## src/rtl/pack_src_arbiter.sv

```systemverilog
// pack_src_arbiter: two-source AXI-Stream packet arbiter feeding the bit-packer through one output register.
// Optional ARB_WATCHDOG_EN: truncates any packet at MAX_BEATS beats and flags wd_err.
module pack_src_arbiter #(
    parameter int MAX_BEATS = 64
) (
    input  logic        clk,
    input  logic        reset_n,
    input  logic [15:0] s0_tdata,
    input  logic [4:0]  s0_tkeep,
    input  logic        s0_tvalid,
    input  logic        s0_tlast,
    output logic        s0_tready,
    input  logic [15:0] s1_tdata,
    input  logic [4:0]  s1_tkeep,
    input  logic        s1_tvalid,
    input  logic        s1_tlast,
    output logic        s1_tready,
    output logic [15:0] m_tdata,
    output logic [4:0]  m_tkeep,
    output logic        m_tvalid,
    output logic        m_tlast,
    input  logic        m_tready,
    output logic [1:0]  grant,
    input  logic        cnt_clr,
    output logic [15:0] pkt_cnt0,
    output logic [15:0] pkt_cnt1,
    output logic        tkeep_err,
    output logic        wd_err
);

    localparam int DATA_W = 16;
    localparam int KEEP_W = 5;
    localparam logic [KEEP_W-1:0] KEEP_MAX = 5'd16;

    if ((MAX_BEATS < 2) || (MAX_BEATS > 255)) begin : g_bad_max_beats
        $error("pack_src_arbiter: MAX_BEATS must be within 2..255");
    end

    typedef enum logic [1:0] {
        IDLE  = 2'd0,
        BUSY0 = 2'd1,
        BUSY1 = 2'd2
    } state_t;

    state_t              state_q, state_d;
    logic                last_grant_q, last_grant_d;
    logic [DATA_W-1:0]   m_tdata_q, m_tdata_d;
    logic [KEEP_W-1:0]   m_tkeep_q, m_tkeep_d;
    logic                m_tvalid_q, m_tvalid_d;
    logic                m_tlast_q, m_tlast_d;
    logic [15:0]         pkt_cnt0_q, pkt_cnt0_d;
    logic [15:0]         pkt_cnt1_q, pkt_cnt1_d;
    logic                tkeep_err_q, tkeep_err_d;

    logic                out_free;
    logic                acc0, acc1, acc;
    logic [DATA_W-1:0]   sel_data;
    logic [KEEP_W-1:0]   sel_keep;
    logic                sel_last;
    logic                keep_bad;
    logic                wd_cut;
    logic                eop;

    // Keep counts above the data width are clamped; zero passes through untouched.
    function automatic logic [KEEP_W-1:0] sat_keep(input logic [KEEP_W-1:0] keep);
        return (keep > KEEP_MAX) ? KEEP_MAX : keep;
    endfunction

    always_ff @(posedge clk or negedge reset_n) begin
        if (!reset_n) begin
            state_q <= IDLE;
        end else begin
            state_q <= state_d;
        end
    end

    always_comb begin
        state_d = state_q;
        case (state_q)
            IDLE: begin
                if (s0_tvalid && s1_tvalid) begin
                    state_d = last_grant_q ? BUSY0 : BUSY1;
                end else if (s0_tvalid) begin
                    state_d = BUSY0;
                end else if (s1_tvalid) begin
                    state_d = BUSY1;
                end
            end
            BUSY0, BUSY1: begin
                if (eop) begin
                    state_d = IDLE;
                end
            end
            default: state_d = IDLE;
        endcase
    end

    // Ready is combinational so a stalled output register blocks the owner in the same cycle.
    always_comb begin
        out_free  = !m_tvalid_q || m_tready;
        s0_tready = (state_q == BUSY0) && out_free;
        s1_tready = (state_q == BUSY1) && out_free;
        grant     = {state_q == BUSY1, state_q == BUSY0};
    end

    always_comb begin
        acc0     = s0_tvalid && s0_tready;
        acc1     = s1_tvalid && s1_tready;
        acc      = acc0 || acc1;
        sel_data = acc1 ? s1_tdata : s0_tdata;
        sel_keep = acc1 ? s1_tkeep : s0_tkeep;
        sel_last = acc1 ? s1_tlast : s0_tlast;
        keep_bad = acc && (sel_keep > KEEP_MAX);
        eop      = acc && (sel_last || wd_cut);
    end

`ifdef ARB_WATCHDOG_EN
    localparam logic [7:0] WD_LAST = 8'(MAX_BEATS - 1);

    logic [7:0] beat_cnt_q, beat_cnt_d;
    logic       wd_err_q, wd_err_d;

    always_comb begin
        beat_cnt_d = beat_cnt_q;
        if (state_q == IDLE) begin
            beat_cnt_d = '0;
        end else if (acc) begin
            beat_cnt_d = beat_cnt_q + 8'd1;
        end
        wd_cut   = acc && !sel_last && (beat_cnt_q == WD_LAST);
        wd_err_d = wd_err_q || wd_cut;
    end

    always_ff @(posedge clk or negedge reset_n) begin
        if (!reset_n) begin
            beat_cnt_q <= '0;
            wd_err_q   <= 1'b0;
        end else begin
            beat_cnt_q <= beat_cnt_d;
            wd_err_q   <= wd_err_d;
        end
    end

    assign wd_err = wd_err_q;
`else
    assign wd_cut = 1'b0;
    assign wd_err = 1'b0;
`endif

    always_comb begin
        m_tdata_d  = m_tdata_q;
        m_tkeep_d  = m_tkeep_q;
        m_tlast_d  = m_tlast_q;
        m_tvalid_d = m_tvalid_q;
        if (acc) begin
            m_tdata_d  = sel_data;
            m_tkeep_d  = sat_keep(sel_keep);
            m_tlast_d  = sel_last || wd_cut;
            m_tvalid_d = 1'b1;
        end else if (m_tready) begin
            m_tvalid_d = 1'b0;
        end

        last_grant_d = eop ? acc1 : last_grant_q;
        tkeep_err_d  = tkeep_err_q || keep_bad;

        // A clear in the same cycle as a packet completion wins.
        pkt_cnt0_d = cnt_clr ? 16'd0 : pkt_cnt0_q + {15'd0, eop && acc0};
        pkt_cnt1_d = cnt_clr ? 16'd0 : pkt_cnt1_q + {15'd0, eop && acc1};
    end

    always_ff @(posedge clk or negedge reset_n) begin
        if (!reset_n) begin
            last_grant_q <= 1'b1;
            m_tdata_q    <= '0;
            m_tkeep_q    <= '0;
            m_tvalid_q   <= 1'b0;
            m_tlast_q    <= 1'b0;
            pkt_cnt0_q   <= '0;
            pkt_cnt1_q   <= '0;
            tkeep_err_q  <= 1'b0;
        end else begin
            last_grant_q <= last_grant_d;
            m_tdata_q    <= m_tdata_d;
            m_tkeep_q    <= m_tkeep_d;
            m_tvalid_q   <= m_tvalid_d;
            m_tlast_q    <= m_tlast_d;
            pkt_cnt0_q   <= pkt_cnt0_d;
            pkt_cnt1_q   <= pkt_cnt1_d;
            tkeep_err_q  <= tkeep_err_d;
        end
    end

    assign m_tdata   = m_tdata_q;
    assign m_tkeep   = m_tkeep_q;
    assign m_tvalid  = m_tvalid_q;
    assign m_tlast   = m_tlast_q;
    assign pkt_cnt0  = pkt_cnt0_q;
    assign pkt_cnt1  = pkt_cnt1_q;
    assign tkeep_err = tkeep_err_q;

endmodule

```

## config.mk

```make
export PLATFORM = sky130hd
export DESIGN_NAME = pack_src_arbiter
export DESIGN_NICKNAME = d
export VERILOG_FILES = /design/src/rtl/pack_src_arbiter.sv
export SDC_FILE = /design/constraint.sdc
export NUM_CORES = 1
export LEC_CHECK = 0
export BUFFER_PORTS_ARGS = -buffer_cell sky130_fd_sc_hd__buf_2
export CORE_ASPECT_RATIO = 1.1
export CORE_MARGIN = 8
export CORE_UTILIZATION = 40
export DETAILED_ROUTE_END_ITERATION = 7
export PLACE_DENSITY = 0.67
export SYNTH_ARGS = -nofsm -noshare
export SYNTH_HDL_FRONTEND = slang
export SYNTH_SLANG_ARGS = --single-unit
```

## constraint.sdc

```tcl
create_clock -name clk -period 6.1 [get_ports clk]
set_clock_uncertainty 0.05 [all_clocks]
set_input_delay 1.22 -clock clk [delete_from_list [all_inputs] [get_ports clk]]
set_output_delay 1.22 -clock clk [all_outputs]
set_load 0.005 [all_outputs]
```

==> Implementation_results.wiki, run 1 <==
{| class="wikitable"
! Metric !! Value
|-
| Net count of the finished layout || 465
|-
| Top fanout value on the critical path || 24
|-
| Share of synthesized flip-flops with an asynchronous set or reset || 100%
|-
| CP cell instances || buf_2 > nand2b_1 > nor2b_2 > buf_4 > nand2b_1 > a21oi_1 > ha_1 > and4_1 > nand2_4 > or4_1 > a21oi_1
|-
| Average cell area after synthesis || 10.0 sq um
|-
| Top flip-flop cell by instance count after synthesis || sky130_fd_sc_hd__dfrtp_1
|-
| Class of the most critical setup path || primary input to flop
|-
| Total die area || 10500 sq um
|-
| Synthesized area || 3000 sq um
|-
| I/O pin count || 111
|-
| Register clock-pin slew on the reported worst setup and hold paths || 70 ps
|-
| Leading cell types in the layout, fill and taps excluded || 109 x sky130_fd_sc_hd__buf_2, 58 x sky130_fd_sc_hd__dfrtp_1, 39 x sky130_fd_sc_hd__nand2_1, 30 x sky130_fd_sc_hd__nor2_1, 24 x sky130_fd_sc_hd__mux2i_1
|-
| Number of vias after detailed routing || 2509
|-
| Power density of the placed cells || 316 nW/um^2
|-
| Final setup viols || 0
|-
| Static leakage power || 0.00189 uW
|-
| Count of flip-flops with a built-in enable after synthesis || 0
|-
| Leftover overflow at the end of global routing || 0
|-
| TritonCTS clock tree || yes
|-
| Final wirelength || 7.39 mm
|-
| Crit-path leading delay family || simple AND/OR/NAND/NOR gates
|-
| Worst setup margin || 2640 ps
|-
| Seq/Total Area, Yosys || 49.3%
|-
| Iteration-0 DRC count of the detailed router || 42
|-
| Share of cells above drive strength 1 || 32.5%
|-
| CP endpoint kind || flop
|-
| Core Region || 7350 sq um
|-
| Worst min path class || flop to flop
|-
| Number of hold buffers added after cts || 0
|-
| Number of detailed-routing iterations run before antenna repair || 4
|-
| Maximum root-to-sink buffer count || 2
|-
| Startpoint of the worst setup timing path || m_tready
|-
| Antenna Diode Count || 0
|-
| Critical path's slowest cell || sky130_fd_sc_hd__or4_1
|-
| Resized Gates After CTS || 0
|-
| Seq cells post-synth || 59
|-
| Post-route cell area || 3760 sq um
|-
| Total of buffers placed on input and output ports || 109
|-
| Hold Vio Cnt, Final || 0
|-
| Critical hold path startpoint || tkeep_err
|-
| Data arrival time of the critical path || 3660 ps
|-
| Net count after synthesis || 357
|-
| Cell chosen for the clock root || sky130_fd_sc_hd__clkbuf_8
|-
| Worst Setup Start Kind || primary input
|-
| Maximum operating frequency || 289 MHz
|-
| Count of buffering cells on the critical path with inverters included || 2
|-
| Worst-case headroom to the max-slew limit || 50.1%
|-
| Post-route minimum period || 3460 ps
|-
| Starting utilization of the core area || 40.8%
|-
| Syn Inst Count || 300
|-
| Hold_ws || 420 ps
|-
| Distinct cells, synth || 42
|-
| Die Ht || 107 um
|-
| Largest net degree at the start of global routing || 60
|-
| P&R area growth vs syn || 25.5%
|-
| Overall global routing resource usage || 14.9%
|-
| # clock sinks || 59
|-
| Antenna-violating nets left || 0
|-
| FP Rows || 33
|-
| Final routed DRC violation total || 0
|-
| Max-cap violations || 0
|-
| Post-CTS setup buffer count || 0
|-
| Routed WL per cell || 14.8 um
|-
| Clock buffers created by TritonCTS || 9
|-
| Worst-margin pin slew || 749 ps
|-
| Data required time at the worst endpoint || 6300 ps
|-
| Max IR drop VDD || 138 uV
|-
| Result of the run || finished clean
|-
| Worst stage delay on the critical path || 480 ps
|-
| CTS H-Tree Depth || 3
|-
| Total negative setup slack || 0 ps
|-
| Leading cell type in the layout, fill and taps excluded || sky130_fd_sc_hd__buf_2
|-
| Initial antenna violation count || 0
|-
| DP HPWL || 5.47 mm
|-
| Width of the chip || 98.6 um
|-
| Post-Place Worst Slack || 2300 ps
|-
| First-pass GRT wire length || 12.7 mm
|-
| Via density per instance || 5.03
|-
| Final Cycle Share || 56.7%
|-
| Count of yosys warnings during synthesis || 0
|-
| Final weighted congestion in routability-driven placement || 0.767
|-
| RR Startpoint || state_q[0]
|-
| Post-detailed-placement cell area || 3580 sq um
|-
| Vias in the first global route || 2681
|-
| Count of final max-slew check failures || 0
|-
| Insertion delay of the later-clocked pin in the worst-skew pair || 330 ps
|-
| RSZ-0062 raised after global routing || false
|}
power by group:
group	switching, uW	internal, uW	total (uW)
Clock	149	177	326
Combinational	185	155	340
Sequential	47.7	475	523
flip-flops by register name, indices dropped and copies added (netlist names):
name          flops
last_grant_q      1
m_tdata          16
m_tkeep           5
m_tlast           1
m_tvalid          1
pkt_cnt0         16
pkt_cnt1         16
state_q           2
tkeep_err         1
final timing paths:
path | depth (start not counted) | slack [ps] | endpoint
max in group asynchronous | 2 | 4520 | m_tkeep[0]
max | 11 | 2640 | pkt_cnt0[14]
min | 1 | 420 | tkeep_err
max reg2reg | 12 | 3000 | pkt_cnt0[14]
min in group asynchronous | 2 | 990 | state_q[1]
min reg2reg | 1 | 420 | tkeep_err
synthesized netlist by cell type (all sizes together), types with 2 or more instances:
| cell | n | area (sq um) |
|---|---|---|
| a21oi | 8 | 40.0 |
| a31o | 3 | 26.3 |
| and2 | 2 | 12.5 |
| and4 | 3 | 26.3 |
| buf | 9 | 71.3 |
| clkbuf | 6 | 22.5 |
| dfrtp | 58 | 1450 |
| ha | 7 | 87.6 |
| inv | 10 | 37.5 |
| mux2 | 2 | 22.5 |
| mux2i | 24 | 240 |
| nand2 | 40 | 158 |
| nand2b | 3 | 18.8 |
| nand3 | 12 | 60.1 |
| nand4 | 7 | 50.1 |
| nor2 | 30 | 113 |
| nor2b | 5 | 31.3 |
| nor3 | 3 | 15.0 |
| nor4 | 5 | 46.3 |
| o211ai | 2 | 15.0 |
| o21ai | 20 | 100 |
| o31ai | 6 | 45.0 |
| o41ai | 2 | 17.5 |
| or4 | 2 | 15.0 |
| xnor2 | 11 | 96.3 |
| xor2 | 11 | 96.3 |
per-stage QoR:
stage	total power (uW)	cells	utilization (%)
6_report	1190	499	51.2
5_1_grt	1280	499	51.2
3_3_place_gp	863	484	48.8
3_5_place_dp	876	484	48.8
4_1_cts	1210	499	51.2
2_1_floorplan	720	300	-
worst reg2reg max path: cells and delay by family, from the launching register on:
family | cells | cell delay [ps]
adder cells (fa/ha/maj) | 2 | 440
AO/OA/AOI/OAI | 2 | 390
AND/OR/NAND/NOR | 6 | 1310
buffers and inverters | 2 | 430
flip-flops | 1 | 410
logic make-up (layout without fill, tap and decap cells):
group | Yosys count | after routing | share of synthesized area [%]
AO/OA/AOI/OAI | 46 | 46 | 9.51
XOR/XNOR | 22 | 22 | 6.42
adder cells (fa/ha/maj) | 7 | 7 | 2.92
buffers and inverters | 25 | 137 | 4.38
flip-flops | 59 | 59 | 49.3
multiplexers | 26 | 26 | 8.76
other | 1 | 1 | 0.125
AND/OR/NAND/NOR | 114 | 114 | 18.6
final cells by class:
class | count | area (sq um)
repair buffers | 112 | 568
clock buffers | 13 | 169
multi-input cells | 216 | 1390
flip-flops and latches | 59 | 1480
clock inverters | 2 | 10.0
inverters | 10 | 37.5
fillers | 698 | 3590
well taps | 87 | 109
layer usage:
layer	up-vias	routed length [um]	global-route usage [%]
li1	1242	-	-
met1	1155	3420	18.2
met2	103	3170	22.0
met3	9	684	6.80
met4	0	108	6.70
met5	-	0	0
Note: power is estimated with default switching activity, not from simulation.
==> inputs of run 2 (changes only) <==
clock period = 3.2 ns   (was 6.1 ns; I/O delays follow)
==> run 2 against run 1 <==
  * Sequential share of layout area grew 0.065 points
  * Worst hold slack worse by 16 ps
  * Clock power rose by 83%
  * Non-clock buffer count did not move
  * Global-route usage fell by 0.89 points
  * Final cell count rose by 0.20%
  * Largest power group unchanged
  * Total power rose by 88%
  * Via count shrank 1.5%
==> Implementation_results.wiki, run 2 (same netlist as run 1, synthesis figures left out) <==
{| class="wikitable"
! Metric !! Value
|-
| Clock buffers created by TritonCTS || 9 (unchanged)
|-
| P&R area growth vs syn || 25.3%
|-
| Maximum operating frequency || 375 MHz
|-
| CTS H-Tree Depth || 3 (unchanged)
|-
| CP endpoint kind || flop
|-
| Post-CTS setup buffer count || 0 (unchanged)
|-
| Leading cell types in the layout, fill and taps excluded || 109 x sky130_fd_sc_hd__buf_2, 58 x sky130_fd_sc_hd__dfrtp_1, 39 x sky130_fd_sc_hd__nand2_1, 30 x sky130_fd_sc_hd__nor2_1, 24 x sky130_fd_sc_hd__mux2i_1
|-
| Resized Gates After CTS || 0 (unchanged)
|-
| Register clock-pin slew on the reported worst setup and hold paths || 70 ps (about the same)
|-
| Static leakage power || 0.00189 uW (-0.25%)
|-
| Width of the chip || 98.6 um (unchanged)
|-
| Post-route minimum period || 2670 ps
|-
| Number of cells on the worst reg-to-reg path || 11 (-1)
|-
| RSZ-0062 raised after global routing || false
|-
| Slack of the worst reg-to-reg path || 530 ps (-2470 ps)
|-
| Top fanout value on the critical path || 6 (-75%)
|-
| Filler cells || 691 (-1.0%)
|-
| Max IR drop VDD || 332 uV (+140%)
|-
| Total negative setup slack || 0 ps (unchanged)
|-
| TritonCTS clock tree || yes
|-
| Worst-margin pin slew || 736 ps (-12.9 ps)
|-
| Vias in the first global route || 2612 (-2.6%)
|-
| Cell chosen for the clock root || sky130_fd_sc_hd__clkbuf_8
|-
| Share of cells above drive strength 1 || 32.2% (-0.32 points)
|-
| # clock sinks || 59 (unchanged)
|-
| Via density per instance || 4.94 (-1.7%)
|-
| Final wirelength || 7.06 mm (-4.5%)
|-
| Final Cycle Share || 83.3%
|-
| Number of hold buffers added after cts || 0 (unchanged)
|-
| Post-Place Worst Slack || 313 ps (-1990 ps)
|-
| Starting utilization of the core area || 40.8% (unchanged)
|-
| Max-cap violations || 0 (unchanged)
|-
| Worst min path class || primary input to async pin
|-
| Iteration-0 DRC count of the detailed router || 39 (-7.1%)
|-
| Number of detailed-routing iterations run before antenna repair || 4 (unchanged)
|-
| Count of buffering cells on the critical path with inverters included || 1 (-1)
|-
| Final routed DRC violation total || 0 (unchanged)
|-
| Final weighted congestion in routability-driven placement || 0.791 (+3.1%)
|-
| Final setup viols || 0 (unchanged)
|-
| Total of buffers placed on input and output ports || 109 (unchanged)
|-
| First-pass GRT wire length || 12.0 mm (-5.6%)
|-
| Crit-path leading delay family || simple AND/OR/NAND/NOR gates
|-
| DP HPWL || 5.33 mm (-2.6%)
|-
| Leading cell type in the layout, fill and taps excluded || sky130_fd_sc_hd__buf_2
|-
| Worst stage delay on the critical path || 470 ps (about the same)
|-
| Die Ht || 107 um (unchanged)
|-
| Initial antenna violation count || 0 (unchanged)
|-
| I/O pin count || 111 (unchanged)
|-
| CP cell instances || inv_1 > ha_1 > nand2_1 > nor2b_2 > nand2b_1 > a21oi_1 > ha_1 > and4_1 > nand2_4 > or4_1 > a21oi_1
|-
| Core Region || 7350 sq um (unchanged)
|-
| Data required time at the worst endpoint || 3400 ps (-2900 ps)
|-
| Terminus of the critical flop-to-flop path || pkt_cnt0[12]
|-
| Total die area || 10500 sq um (unchanged)
|-
| Net count of the finished layout || 465 (unchanged)
|-
| Largest net degree at the start of global routing || 60 (unchanged)
|-
| Overall global routing resource usage || 14.0% (-0.89 points)
|-
| Number of vias after detailed routing || 2471 (-1.5%)
|-
| Worst Setup Start Kind || flop
|-
| FP Rows || 33 (unchanged)
|-
| Antenna-violating nets left || 0 (unchanged)
|-
| Antenna Diode Count || 0 (unchanged)
|-
| Worst setup margin || 534 ps (-2110 ps)
|-
| Power density of the placed cells || 594 nW/um^2 (+88%)
|-
| Maximum root-to-sink buffer count || 2 (unchanged)
|-
| Data arrival time of the critical path || 2870 ps (-790 ps)
|-
| Result of the run || finished clean
|-
| Routed WL per cell || 14.1 um (-4.7%)
|-
| Insertion delay of the later-clocked pin in the worst-skew pair || 330 ps (about the same)
|-
| RR Startpoint || state_q[0]
|-
| Count of final max-slew check failures || 0 (unchanged)
|-
| Worst-case headroom to the max-slew limit || 50.9% (+0.86 points)
|-
| Hold Vio Cnt, Final || 0 (unchanged)
|-
| Class of the most critical setup path || flop to flop
|-
| Leftover overflow at the end of global routing || 0 (unchanged)
|-
| Critical path's slowest cell || sky130_fd_sc_hd__or4_1
|-
| Hold_ws || 404 ps (-15.7 ps)
|}
[run 2: metrics by stage]
step	instances	util [%]	cell area, sq um	total power (uW)
floorplan	300	-	3000	1370
global placement	484	48.8	3580	1650
detailed placement	484	48.8	3580	1660
CTS	500	51.1	3760	2270
global route	500	51.1	3760	2410
finish	500	51.1	3760	2230
[run 2: area by class of cell]
cell class / instances / area, sq um / share of cell area, %
clock inverters: 2 / 10.0 / 0.266
repair buffers: 112 / 568 / 15.1
clock buffers: 14 / 163 / 4.33
flip-flops and latches: 59 / 1480 / 39.3
multi-input cells: 216 / 1390 / 37.1
well taps: 87 / 109 / 2.90
inverters: 10 / 37.5 / 0.999
[run 2: worst max path at each step]
stage,from,to,cells after the start
6_report,state_q[0],pkt_cnt0[12],11
5_1_grt,state_q[0],pkt_cnt0[12],11
4_1_cts,state_q[0],pkt_cnt0[12],11
3_5_place_dp,m_tready,pkt_cnt0[12],10
3_3_place_gp,m_tready,pkt_cnt0[14],10
2_1_floorplan,m_tready,pkt_cnt0[12],11
[run 2: per-layer routing]
layer	share of wire [%]	track usage (%)	vias to the layer above	routed length [um]
li1	-	-	1241	-
met1	47	17.1	1126	3320
met2	42	20.7	94	2980
met3	9.4	6.35	10	662
met4	1.4	6.26	0	102
met5	0	0	-	0
[run 2: where the power goes]
part           switching (uW)  leakage [uW]  internal (uW)
registers                87.4      0.000782            905
clock network             273     0.0000905            322
logic                     349       0.00102            295
total                     710       0.00189           1520
==> inputs of run 3 (changes only) <==
clock period = 2.8 ns   (was 3.2 ns; I/O delays follow)
==> run 3 against run 2 <==
  * Routed wire length is 3.7% higher
  * Worst hold slack worse by 380 ps
  * Maximum frequency is 4.3% higher
  * Count of clock-buffer cells in the layout stayed put
  * Critical path depth stayed put
  * Via count is 0.73% higher
  * Highest routed layer unchanged
==> Implementation_results.wiki, run 3 (same netlist as run 1, synthesis figures left out) <==
{| class="wikitable"
! Metric !! Value
|-
| Result of the run || finished clean
|-
| Data arrival time of the critical path || 2710 ps (-160 ps)
|-
| Total of buffers placed on input and output ports || 109 (unchanged)
|-
| First-pass GRT wire length || 12.3 mm (+2.8%)
|-
| Part of the total power dissipated in the clock network || 26.6% (about the same)
|-
| Vias in the first global route || 2685 (+2.8%)
|-
| Crit-path leading delay family || simple AND/OR/NAND/NOR gates
|-
| Hold Vio Cnt, Final || 0 (unchanged)
|-
| Leading cell type in the layout, fill and taps excluded || sky130_fd_sc_hd__buf_2
|-
| PnR Total Power || 2570 uW (+15%)
|-
| CP cell instances || inv_1 > ha_1 > nand2_1 > nor2b_2 > nand2b_1 > a21oi_1 > ha_1 > nand2_1 > nor4_4 > nand3_1 > mux2_1
|-
| Logic gate share of total power || 29.1% (+0.2 points)
|-
| Number of hold buffers added after cts || 0 (unchanged)
|-
| Net Sw Power || 819 uW (+15%)
|-
| Flop pwr share || 44.3% (-0.2 points)
|-
| CP endpoint kind || flop
|-
| Max IR drop VDD || 358 uV (+7.8%)
|-
| Final Util || 51.4% (+0.31 points)
|-
| Data required time at the worst endpoint || 2960 ps (-440 ps)
|-
| Number of detailed-routing iterations run before antenna repair || 5 (+1)
|-
| Total die area || 10500 sq um (unchanged)
|-
| Routed WL per cell || 14.5 um (+3.1%)
|-
| Terminus of the critical flop-to-flop path || pkt_cnt0[13]
|-
| Switching part of the total power || 31.9% (+0.13 points)
|-
| Overall global routing resource usage || 14.4% (+0.42 points)
|-
| Slack of the worst reg-to-reg path || 240 ps (-290 ps)
|-
| Antenna Diode Count || 0 (unchanged)
|-
| CTS H-Tree Depth || 3 (unchanged)
|-
| Width of the chip || 98.6 um (unchanged)
|-
| Cell chosen for the clock root || sky130_fd_sc_hd__clkbuf_8
|-
| Via density per instance || 4.95 (+0.13%)
|-
| Count of final max-slew check failures || 0 (unchanged)
|-
| Hold_ws || 24.2 ps (-380 ps)
|-
| Resized Gates After CTS || 0 (unchanged)
|-
| Critical path's slowest cell || sky130_fd_sc_hd__dfrtp_1
|-
| Worst min path class || primary input to async pin
|-
| Leading cell types in the layout, fill and taps excluded || 109 x sky130_fd_sc_hd__buf_2, 58 x sky130_fd_sc_hd__dfrtp_1, 39 x sky130_fd_sc_hd__nand2_1, 30 x sky130_fd_sc_hd__nor2_1, 24 x sky130_fd_sc_hd__mux2i_1
|-
| Final routed DRC violation total || 0 (unchanged)
|-
| Clock buffers created by TritonCTS || 9 (unchanged)
|-
| Final wirelength || 7.32 mm (+3.7%)
|-
| Share of cells above drive strength 1 || 32.7% (+0.49 points)
|-
| Static leakage power || 0.00190 uW (+0.77%)
|-
| Worst-margin pin slew || 627 ps (-109 ps)
|-
| # clock sinks || 59 (unchanged)
|-
| Final weighted congestion in routability-driven placement || 0.799 (+0.95%)
|-
| Top fanout value on the critical path || 4 (-2)
|-
| Filler cells || 695 (+0.58%)
|-
| Starting utilization of the core area || 40.8% (unchanged)
|-
| Class of the most critical setup path || flop to flop
|-
| Antenna-violating nets left || 0 (unchanged)
|-
| Post-CTS setup buffer count || 0 (unchanged)
|-
| Internal power of the cells || 1750 uW (+15%)
|-
| Maximum root-to-sink buffer count || 2 (unchanged)
|-
| TritonCTS clock tree || yes
|-
| Number of vias after detailed routing || 2489 (+0.73%)
|-
| Maximum operating frequency || 391 MHz (+4.3%)
|-
| Core Region || 7350 sq um (unchanged)
|-
| Max-cap violations || 0 (unchanged)
|-
| Worst-case headroom to the max-slew limit || 58.2% (+7.3 points)
|-
| FP Rows || 33 (unchanged)
|-
| I/O pin count || 111 (unchanged)
|-
| Worst stage delay on the critical path || 380 ps (-90 ps)
|-
| Net count of the finished layout || 468 (+0.65%)
|-
| Number of cells on the worst reg-to-reg path || 11 (unchanged)
|-
| Worst Setup Start Kind || flop
|-
| Largest net degree at the start of global routing || 48 (-20%)
|-
| P&R area growth vs syn || 26.0%
|-
| Post-route minimum period || 2560 ps (-109 ps)
|-
| DP HPWL || 5.59 mm (+4.8%)
|-
| Count of buffering cells on the critical path with inverters included || 1 (unchanged)
|-
| Die Ht || 107 um (unchanged)
|-
| Total negative setup slack || 0 ps (unchanged)
|-
| Register clock-pin slew on the reported worst setup and hold paths || 70 ps (about the same)
|-
| Worst setup margin || 243 ps (-291 ps)
|-
| Startpoint of the worst setup timing path || state_q[0]
|-
| Final Cycle Share || 91.3% (+8.0 points)
|-
| Iteration-0 DRC count of the detailed router || 23 (-41%)
|-
| Post-Place Worst Slack || 158 ps (-155 ps)
|-
| Initial antenna violation count || 0 (unchanged)
|-
| RR Startpoint || state_q[0]
|-
| Leftover overflow at the end of global routing || 0 (unchanged)
|-
| Final setup viols || 0 (unchanged)
|-
| RSZ-0062 raised after global routing || false
|-
| Insertion delay of the later-clocked pin in the worst-skew pair || 320 ps (about the same)
|-
| Power density of the placed cells || 679 nW/um^2 (+14%)
|}
==> run 3: cell count changes in the layout (fill, tap and decap cells not counted) <==
cell / before / now
sky130_fd_sc_hd__buf_4: 3 / 6
==> run 3: final cells by class <==
cell class	instances	area [sq um]	share of cell area (%)
Sequential cell	59	1480	39.1
Multi-Input combinational cell	216	1390	36.8
Timing Repair Buffer	115	591	15.6
Clock buffer	14	163	4.30
Tap cell	87	109	2.88
Inverter	10	37.5	0.993
Clock inverter	2	10.0	0.265
==> run 3: worst max-delay path by stage <==
stage / to / slack [ps] / cells after the start
finish: pkt_cnt0[13] / 240 / 11
global route: pkt_cnt0[13] / 40 / 11
CTS: pkt_cnt0[13] / 230 / 11
detailed placement: pkt_cnt0[13] / 160 / 10
global placement: pkt_cnt0[14] / 230 / 10
floorplan: pkt_cnt0[12] / 220 / 11
==> run 3: through the flow <==
stage,std cells,instance area [sq um]
2_1_floorplan,300,3000
5_1_grt,503,3780
4_1_cts,503,3780
6_report,503,3780
3_5_place_dp,487,3610
3_3_place_gp,487,3610
==> run 3: power groups by stage <==
stage | clock network [uW] | registers [uW] | logic [uW]
2_1_floorplan | 0 | 1150 | 419
5_1_grt | 753 | 1160 | 858
4_1_cts | 708 | 1140 | 767
3_5_place_dp | 0 | 1140 | 776
3_3_place_gp | 0 | 1150 | 745
6_report | 684 | 1140 | 746
==> run 3: metal layers <==
layer  part of all wire [%]  up-vias  GRT usage, %
met5                      0        -             0
met4                    1.3        0          6.59
met3                    9.1        9          6.16
met2                     43       97          21.5
met1                     46     1128          17.6
li1                       -     1255             -
